## src/rtl/fifo_cmd_ctrl_if.sv

```systemverilog
// fifo_cmd_ctrl_if
//   Groups the controller's front-end, UART TX and SD-side signals.
//   Modports:
//     slave  - the controller (fifo_cmd_ctrl): consumes cmd/rx/ready/ack
//              inputs and drives tx/SD requests and status.
//     master - the environment (front end / UART / SD side).
//   Parameters: DW (data width), CNT_W (word count width).
interface fifo_cmd_ctrl_if #(
    parameter int DW    = 8,
    parameter int CNT_W = 16
);
    logic [7:0]       cmd;
    logic [CNT_W-1:0] rx_cnt;
    logic [DW-1:0]    rx_data;
    logic             rx_vld;
    logic             tx_rdy;
    logic [DW-1:0]    tx_data;
    logic             tx_vld;
    logic             sd_init;
    logic             init_ok;
    logic             sd_ren;
    logic             sd_read_ok;
    logic             fe_done;
    logic             busy;
    logic             done;
    logic             err;

    modport slave (
        input  cmd, rx_cnt, rx_data, rx_vld, tx_rdy, init_ok, sd_read_ok, fe_done,
        output tx_data, tx_vld, sd_init, sd_ren, busy, done, err
    );

    modport master (
        output cmd, rx_cnt, rx_data, rx_vld, tx_rdy, init_ok, sd_read_ok, fe_done,
        input  tx_data, tx_vld, sd_init, sd_ren, busy, done, err
    );
endinterface

```

## src/rtl/fifo_cmd_ctrl.sv

```systemverilog
// fifo_cmd_ctrl
//   Command-driven controller between the UART front end and the SD side.
//   LOAD   : store rx_cnt words in a DEPTH-entry FIFO, then echo them to TX.
//   SDINIT : swallow rx_cnt argument words, then hold sd_init until init_ok.
//   SDREAD : hold sd_ren until sd_read_ok.
//   Overflowing pushes are dropped and flagged on err (sticky until DONE exits).
// Ports
//   clk, rst_n : clock, synchronous active-low reset
//   bus        : fifo_cmd_ctrl_if.slave (cmd/rx_cnt/rx_data/rx_vld in,
//                tx_rdy in, tx_data/tx_vld out, sd_init/init_ok,
//                sd_ren/sd_read_ok, fe_done in, busy/done/err out)
// Optional feature
//   FIFO_CMD_TIMEOUT_EN : watchdog of TO_CYC cycles in SD_INIT/SD_READ;
//                         on expiry the request drops, err sets, go DONE.
module fifo_cmd_ctrl #(
    parameter int         DW         = 8,
    parameter int         DEPTH      = 16,
    parameter int         CNT_W      = 16,
    parameter logic [7:0] CMD_LOAD   = 8'h01,
    parameter logic [7:0] CMD_SDINIT = 8'h02,
    parameter logic [7:0] CMD_SDREAD = 8'h03,
    parameter int         TO_CYC     = 1000000
) (
    input  logic           clk,
    input  logic           rst_n,
    fifo_cmd_ctrl_if.slave bus
);
    localparam int PW = $clog2(DEPTH);
    localparam logic [PW:0] FULL_OCC = (PW+1)'(DEPTH);

    typedef enum logic [2:0] {
        S_IDLE, S_LOAD, S_DRAIN, S_SD_ARG, S_SD_INIT, S_SD_READ, S_DONE
    } state_t;

    state_t           state, state_nxt;
    logic [CNT_W-1:0] cnt;
    logic [DW-1:0]    mem [DEPTH];
    logic [PW-1:0]    wr_ptr, rd_ptr;
    logic [PW:0]      occ;
    logic             empty, full;
    logic             rx_take, push, pop, tmo;
    logic [DW-1:0]    tx_data;
    logic             tx_vld, sd_init, sd_ren, err;

    assign empty   = (occ == '0);
    assign full    = (occ == FULL_OCC);
    // A word is counted only while words are still owed; cnt never underflows.
    assign rx_take = bus.rx_vld && (cnt != '0);
    assign push    = (state == S_LOAD) && rx_take && !full;
    // The !tx_vld term spaces strobes so tx_rdy is re-sampled after each word.
    assign pop     = (state == S_DRAIN) && bus.tx_rdy && !empty && !tx_vld;

`ifdef FIFO_CMD_TIMEOUT_EN
    localparam int TW = $clog2(TO_CYC + 1);
    logic [TW-1:0] to_cnt;

    // Counts cycles spent in the current SD wait state; restarts on any
    // state change so each wait gets the full budget.
    always_ff @(posedge clk) begin
        if (!rst_n)
            to_cnt <= '0;
        else if (state_nxt != state)
            to_cnt <= '0;
        else if (state == S_SD_INIT || state == S_SD_READ)
            to_cnt <= to_cnt + TW'(1);
    end

    assign tmo = (state == S_SD_INIT || state == S_SD_READ) &&
                 (to_cnt == TW'(TO_CYC - 1));
`else
    logic unused_to;
    assign unused_to = ^TO_CYC;
    assign tmo       = 1'b0;
`endif

    always_ff @(posedge clk) begin
        if (!rst_n) state <= S_IDLE;
        else        state <= state_nxt;
    end

    always_comb begin
        state_nxt = state;
        case (state)
            S_IDLE: begin
                if (bus.cmd == CMD_LOAD)        state_nxt = S_LOAD;
                else if (bus.cmd == CMD_SDINIT) state_nxt = S_SD_ARG;
                else if (bus.cmd == CMD_SDREAD) state_nxt = S_SD_READ;
            end
            S_LOAD:    if (cnt == '0) state_nxt = S_DRAIN;
            S_DRAIN:   if (empty && !tx_vld) state_nxt = S_DONE;
            S_SD_ARG:  if (cnt == '0) state_nxt = S_SD_INIT;
            S_SD_INIT: if (bus.init_ok || tmo) state_nxt = S_DONE;
            S_SD_READ: if (bus.sd_read_ok || tmo) state_nxt = S_DONE;
            S_DONE:    if (bus.fe_done) state_nxt = S_IDLE;
            default:   state_nxt = S_IDLE;
        endcase
    end

    // FIFO storage carries no reset; pointers/occupancy define validity.
    always_ff @(posedge clk) begin
        if (push) mem[wr_ptr] <= bus.rx_data;
    end

    always_ff @(posedge clk) begin
        if (!rst_n) begin
            cnt     <= '0;
            wr_ptr  <= '0;
            rd_ptr  <= '0;
            occ     <= '0;
            tx_data <= '0;
            tx_vld  <= 1'b0;
            sd_init <= 1'b0;
            sd_ren  <= 1'b0;
            err     <= 1'b0;
        end else begin
            tx_vld <= pop;
            if (pop) begin
                tx_data <= mem[rd_ptr];
                rd_ptr  <= rd_ptr + PW'(1);
            end
            if (push) wr_ptr <= wr_ptr + PW'(1);
            if (push)     occ <= occ + (PW+1)'(1);
            else if (pop) occ <= occ - (PW+1)'(1);

            case (state)
                S_IDLE: begin
                    if (state_nxt == S_LOAD || state_nxt == S_SD_ARG) cnt <= bus.rx_cnt;
                    if (state_nxt == S_SD_READ) sd_ren <= 1'b1;
                end
                S_LOAD: begin
                    if (rx_take) cnt <= cnt - CNT_W'(1);
                    if (rx_take && full) err <= 1'b1;
                end
                S_SD_ARG: begin
                    if (rx_take) cnt <= cnt - CNT_W'(1);
                    if (cnt == '0) sd_init <= 1'b1;
                end
                S_SD_INIT: begin
                    if (state_nxt == S_DONE) sd_init <= 1'b0;
                    if (tmo && !bus.init_ok) err <= 1'b1;
                end
                S_SD_READ: begin
                    if (state_nxt == S_DONE) sd_ren <= 1'b0;
                    if (tmo && !bus.sd_read_ok) err <= 1'b1;
                end
                S_DONE: if (bus.fe_done) err <= 1'b0;
                default: ;
            endcase
        end
    end

    assign bus.tx_data = tx_data;
    assign bus.tx_vld  = tx_vld;
    assign bus.sd_init = sd_init;
    assign bus.sd_ren  = sd_ren;
    assign bus.err     = err;
    assign bus.busy    = (state != S_IDLE);
    assign bus.done    = (state == S_DONE);
endmodule
```

## src/flat_wrapper.sv

```systemverilog
// flat-port wrapper written by rule: the top's interface ports become plain ports
module fifo_cmd_ctrl_flat 
#(
    parameter int         DW         = 8,
    parameter int         DEPTH      = 16,
    parameter int         CNT_W      = 16,
    parameter logic [7:0] CMD_LOAD   = 8'h01,
    parameter logic [7:0] CMD_SDINIT = 8'h02,
    parameter logic [7:0] CMD_SDREAD = 8'h03,
    parameter int         TO_CYC     = 1000000
)
  (clk, rst_n, bus_cmd, bus_rx_cnt, bus_rx_data, bus_rx_vld, bus_tx_rdy, bus_init_ok, bus_sd_read_ok, bus_fe_done, bus_tx_data, bus_tx_vld, bus_sd_init, bus_sd_ren, bus_busy, bus_done, bus_err);
  fifo_cmd_ctrl_if #(.DW(DW), .CNT_W(CNT_W)) bus_i ();
  input  logic clk;
  input  logic rst_n;
  input wire logic [$bits(bus_i.cmd)-1:0] bus_cmd;
  input wire logic [$bits(bus_i.rx_cnt)-1:0] bus_rx_cnt;
  input wire logic [$bits(bus_i.rx_data)-1:0] bus_rx_data;
  input wire logic [$bits(bus_i.rx_vld)-1:0] bus_rx_vld;
  input wire logic [$bits(bus_i.tx_rdy)-1:0] bus_tx_rdy;
  input wire logic [$bits(bus_i.init_ok)-1:0] bus_init_ok;
  input wire logic [$bits(bus_i.sd_read_ok)-1:0] bus_sd_read_ok;
  input wire logic [$bits(bus_i.fe_done)-1:0] bus_fe_done;
  output wire logic [$bits(bus_i.tx_data)-1:0] bus_tx_data;
  output wire logic [$bits(bus_i.tx_vld)-1:0] bus_tx_vld;
  output wire logic [$bits(bus_i.sd_init)-1:0] bus_sd_init;
  output wire logic [$bits(bus_i.sd_ren)-1:0] bus_sd_ren;
  output wire logic [$bits(bus_i.busy)-1:0] bus_busy;
  output wire logic [$bits(bus_i.done)-1:0] bus_done;
  output wire logic [$bits(bus_i.err)-1:0] bus_err;
  assign bus_i.cmd = bus_cmd;
  assign bus_i.rx_cnt = bus_rx_cnt;
  assign bus_i.rx_data = bus_rx_data;
  assign bus_i.rx_vld = bus_rx_vld;
  assign bus_i.tx_rdy = bus_tx_rdy;
  assign bus_i.init_ok = bus_init_ok;
  assign bus_i.sd_read_ok = bus_sd_read_ok;
  assign bus_i.fe_done = bus_fe_done;
  assign bus_tx_data = bus_i.tx_data;
  assign bus_tx_vld = bus_i.tx_vld;
  assign bus_sd_init = bus_i.sd_init;
  assign bus_sd_ren = bus_i.sd_ren;
  assign bus_busy = bus_i.busy;
  assign bus_done = bus_i.done;
  assign bus_err = bus_i.err;
  fifo_cmd_ctrl #(.DW(DW), .DEPTH(DEPTH), .CNT_W(CNT_W), .CMD_LOAD(CMD_LOAD), .CMD_SDINIT(CMD_SDINIT), .CMD_SDREAD(CMD_SDREAD), .TO_CYC(TO_CYC)) u_core (.clk(clk), .rst_n(rst_n), .bus(bus_i));
endmodule
```

## config.mk

```make
export PLATFORM = sky130hd
export DESIGN_NAME = fifo_cmd_ctrl_flat
export DESIGN_NICKNAME = d
export VERILOG_FILES = /design/src/rtl/fifo_cmd_ctrl_if.sv /design/src/rtl/fifo_cmd_ctrl.sv /design/src/flat_wrapper.sv
export SDC_FILE = /design/constraint.sdc
export NUM_CORES = 1
export LEC_CHECK = 0
export ABC_AREA = 1
export CORE_AREA = 2 2 118 120
export DETAILED_ROUTE_END_ITERATION = 12
export DIE_AREA = 0 0 120 122
export PLACE_DENSITY = 0.79
export SYNTH_ARGS = -nofsm -noshare
export SYNTH_HDL_FRONTEND = slang
export SYNTH_SLANG_ARGS = --single-unit
```

## constraint.sdc

```tcl
create_clock -name clk -period 3.1 [get_ports clk]
set_input_delay 0.775 -clock clk [delete_from_list [all_inputs] [get_ports clk]]
set_output_delay 0.775 -clock clk [all_outputs]
set_load 0.03 [all_outputs]
```

==> results.md <==
- Run status: finished, final reports clean
- VDD IR max: approximately 0.34 mV
- CP startpoint kind: register
- Warnings, synthesis: 0
- Io pins: 53
- PwrDens: between 600 and 700 nW/um^2
- Largest net degree at the start of global routing: 67
- Distinct cells, synth: 44
- Htree depth: 4
- Vias in the first global route: 5,663
- Routability cong.: approximately 0.90
- GR Overflow Total: 0
- Asr flop ratio synth: 0%
- All-Layer GR Usage: 24.8%
- Yosys top cell by area: edfxtp_1
- TritonCTS Buffers: 17
- Setup TNS Final: 0 ns
- Post-cts gate resize count: 0
- Fin area: 9100 um^2
- Layout Skew: roughly 0.013 ns
- Row count: 43
- Data required, critical path: about 3.4 ns
- WL/cell: 17.2 um
- Starting Density: 57.5%
- #FFs+latches synth: between 150 and 200
- Period Utilization, post-route: 88.7%
- Synth area leaders: edfxtp_1 (50%), dfxtp_1 (11%), nor2_1 (7.7%), nand2_1 (4.5%), o21ai_0 (4.2%)
- Slew headroom: 36.0%
- Mapped Cells: 763
- First-pass GRT wire length: ~28 mm
- Top FF cell, synth: edfxtp_1
- WS Path Type: reg -> reg
- Initial antenna violation count: 0
- MaxCap Viol Count: 0
- Sequential share of the synthesized area: 60.9%
- Vias/cell: 5.68
- First DRT Iteration DRCs: 595
- # hold bufs at CTS: 0
- Root Driver: clkbuf_16
- Mapped cell area: a little under 8000 um^2
- Highest Clock Rate: 364 MHz
- CTS max path bufs: 2
- Commonest non-fill, non-tap cell in the layout: nor2_1
- Area grow syn2layout: 17.2%
- Post-CTS setup buffers: 0
- Worst Hold Class: reg -> reg
- Post-synth EDFFs: ~130
- CTS tree: built
- Top-area cell type share of the netlist area: about half
- Max-slew violation count: 0
- Clk sink count: 172
- I/O Buffers: 52
- Final Hold Fails: 0
- Area after DPL: 8550 um^2
- Fraction of layout cells with a size suffix above 1: 9.87%
- Final #Nets: 877
- Setup violators final: 0
- Post-Syn Nets: 812
- Slew @ Worst Pin: 0.960 ns
- Fillcell total: 960
- Via Count: 5,800
- Clk pin slew, worst setup/hold paths: 0.07 ns
- RSZ-0062 raised after global routing: false
- Hpwl dp: 11.5 mm
- Max FO, Critical Path: 8
- Element type at the critical path end: register
- Die height: 122 um
- Most frequent cells in the layout: nor2_1 (159), edfxtp_1 (128), nand2_1 (94)
- Mapped Avg Cell Area: 10.2 um^2
- First-pass detailed-route iteration total: 5
- Reg area: 4730 um^2
- Multi-input gate area in the final layout: 2650 um^2
- Post-route ant nets: 0
- Core ar.: 13,500 um^2
- Lkg Pwr: 3.31 nW
- DRC viols: 0
- Critical Path AT: 3.08 ns
- Ant. Diodes: 0
- Final WL: 17.5 mm
- Die area: around 15,000 um^2
- Crit path time final: ~2.7 ns
- Die width: approximately 120 um
- Worst skew pair latency: between 0.4 and 0.5 ns
## power breakdown
| part | internal, mW | leakage [nW] | switching, mW |
|---|---|---|---|
| Combinational | 0.531 | 1.53 | 0.935 |
| Sequential | 2.57 | 1.51 | 0.103 |
| Clock | 1.05 | 0.271 | 0.937 |
## path summary, 6_finish.rpt
path / start / endpoint / slack (ns) / cells after the start
max: u_core.cnt[0]$_SDFFE_PN0P_ / u_core.occ[4]$_SDFFE_PN0P_ / 0.35 / 16
min: u_core.bus.sd_init$_SDFFE_PN0P_ / u_core.bus.sd_init$_SDFFE_PN0P_ / 0.48 / 2
max reg2reg: u_core.cnt[0]$_SDFFE_PN0P_ / u_core.occ[4]$_SDFFE_PN0P_ / 0.35 / 16
min reg2reg: u_core.bus.sd_init$_SDFFE_PN0P_ / u_core.bus.sd_init$_SDFFE_PN0P_ / 0.48 / 2
## synthesized netlist by cell type, types with 3 or more instances
master    instances
nor2_4            3
nand3b_1          3
nand2_1          94
buf_2             6
edfxtp_1        128
xor2_1            6
buf_6             3
o21ai_0          65
nor2_2            3
nor2_1          159
ha_1              9
nand3_1          38
o221ai_1         20
nor3_1            7
clkbuf_1         22
dfxtp_1          44
a21oi_1          22
mux2i_1          26
nand2_2           5
o211ai_1         14
o31ai_1           4
inv_1            51
nand4_1           4
## sequential cells by signal, summed over array words and instances, names as in the netlist
register,count
u_core.mem,128
u_core.cnt,16
u_core.bus.tx_data,8
u_core.occ,5
u_core.rd_ptr,4
u_core.wr_ptr,4
u_core.state,3
u_core.bus.err,1
u_core.bus.sd_init,1
u_core.bus.sd_ren,1
u_core.bus.tx_vld,1
## metal layers
| layer | up-vias | GRT usage [%] | routed length (um) |
|---|---|---|---|
| met3 | 29 | 5.01 | 1210 |
| met1 | 2720 | 30.6 | 7150 |
| met4 | 0 | 9.71 | 271 |
| met5 | - | 0 | 0 |
| li1 | 2783 | - | - |
| met2 | 268 | 42.9 | 8880 |
## cells by family after synthesis
family	synth area share (%)
flip-flops	60.9
AND/OR/NAND/NOR	17.6
multiplexers	3.35
XOR/XNOR	0.903
buffers and inverters	5.03
adder cells (fa/ha/maj)	1.71
AO/OA/AOI/OAI	10.5
## stage by stage
step / total power, mW / hold WS [ns] / utilization, % / std cells / worst slack [ns]
2_1_floorplan: 3.88 / 0.468 / - / 763 / 0.664
3_3_place_gp: 4.09 / 0.459 / 63.3 / 989 / 0.257
3_5_place_dp: 4.16 / 0.466 / 63.3 / 989 / 0.211
4_1_cts: 6.14 / 0.476 / 67.4 / 1021 / 0.360
5_1_grt: 6.43 / 0.525 / 67.4 / 1021 / 0.0866
6_report: 6.12 / 0.476 / 67.4 / 1021 / 0.350
## critical path, stage by stage, from the launching register on
cell,delay [ns]
dfxtp_1,0.37
inv_1,0.09
ha_1,0.24
nand2_2,0.17
nor2_2,0.07
nand2_1,0.11
nand2_1,0.10
nor2_1,0.19
o21ai_2,0.17
ha_1,0.38
a21o_1,0.18
a31o_2,0.21
inv_1,0.05
nand2_1,0.05
o21a_1,0.12
nor2_1,0.09
nor2_1,0.05
## layout make-up
| type | instances | share of cell area, % |
|---|---|---|
| sequential | 172 | 51.9 |
| multi-input combinational | 500 | 29.1 |
| timing repair buffer | 82 | 8.19 |
| clock buffer | 17 | 4.67 |
| tap | 180 | 2.47 |
| inverter | 55 | 2.27 |
| clock inverter | 15 | 1.36 |
(Power assumes the default switching activity.)
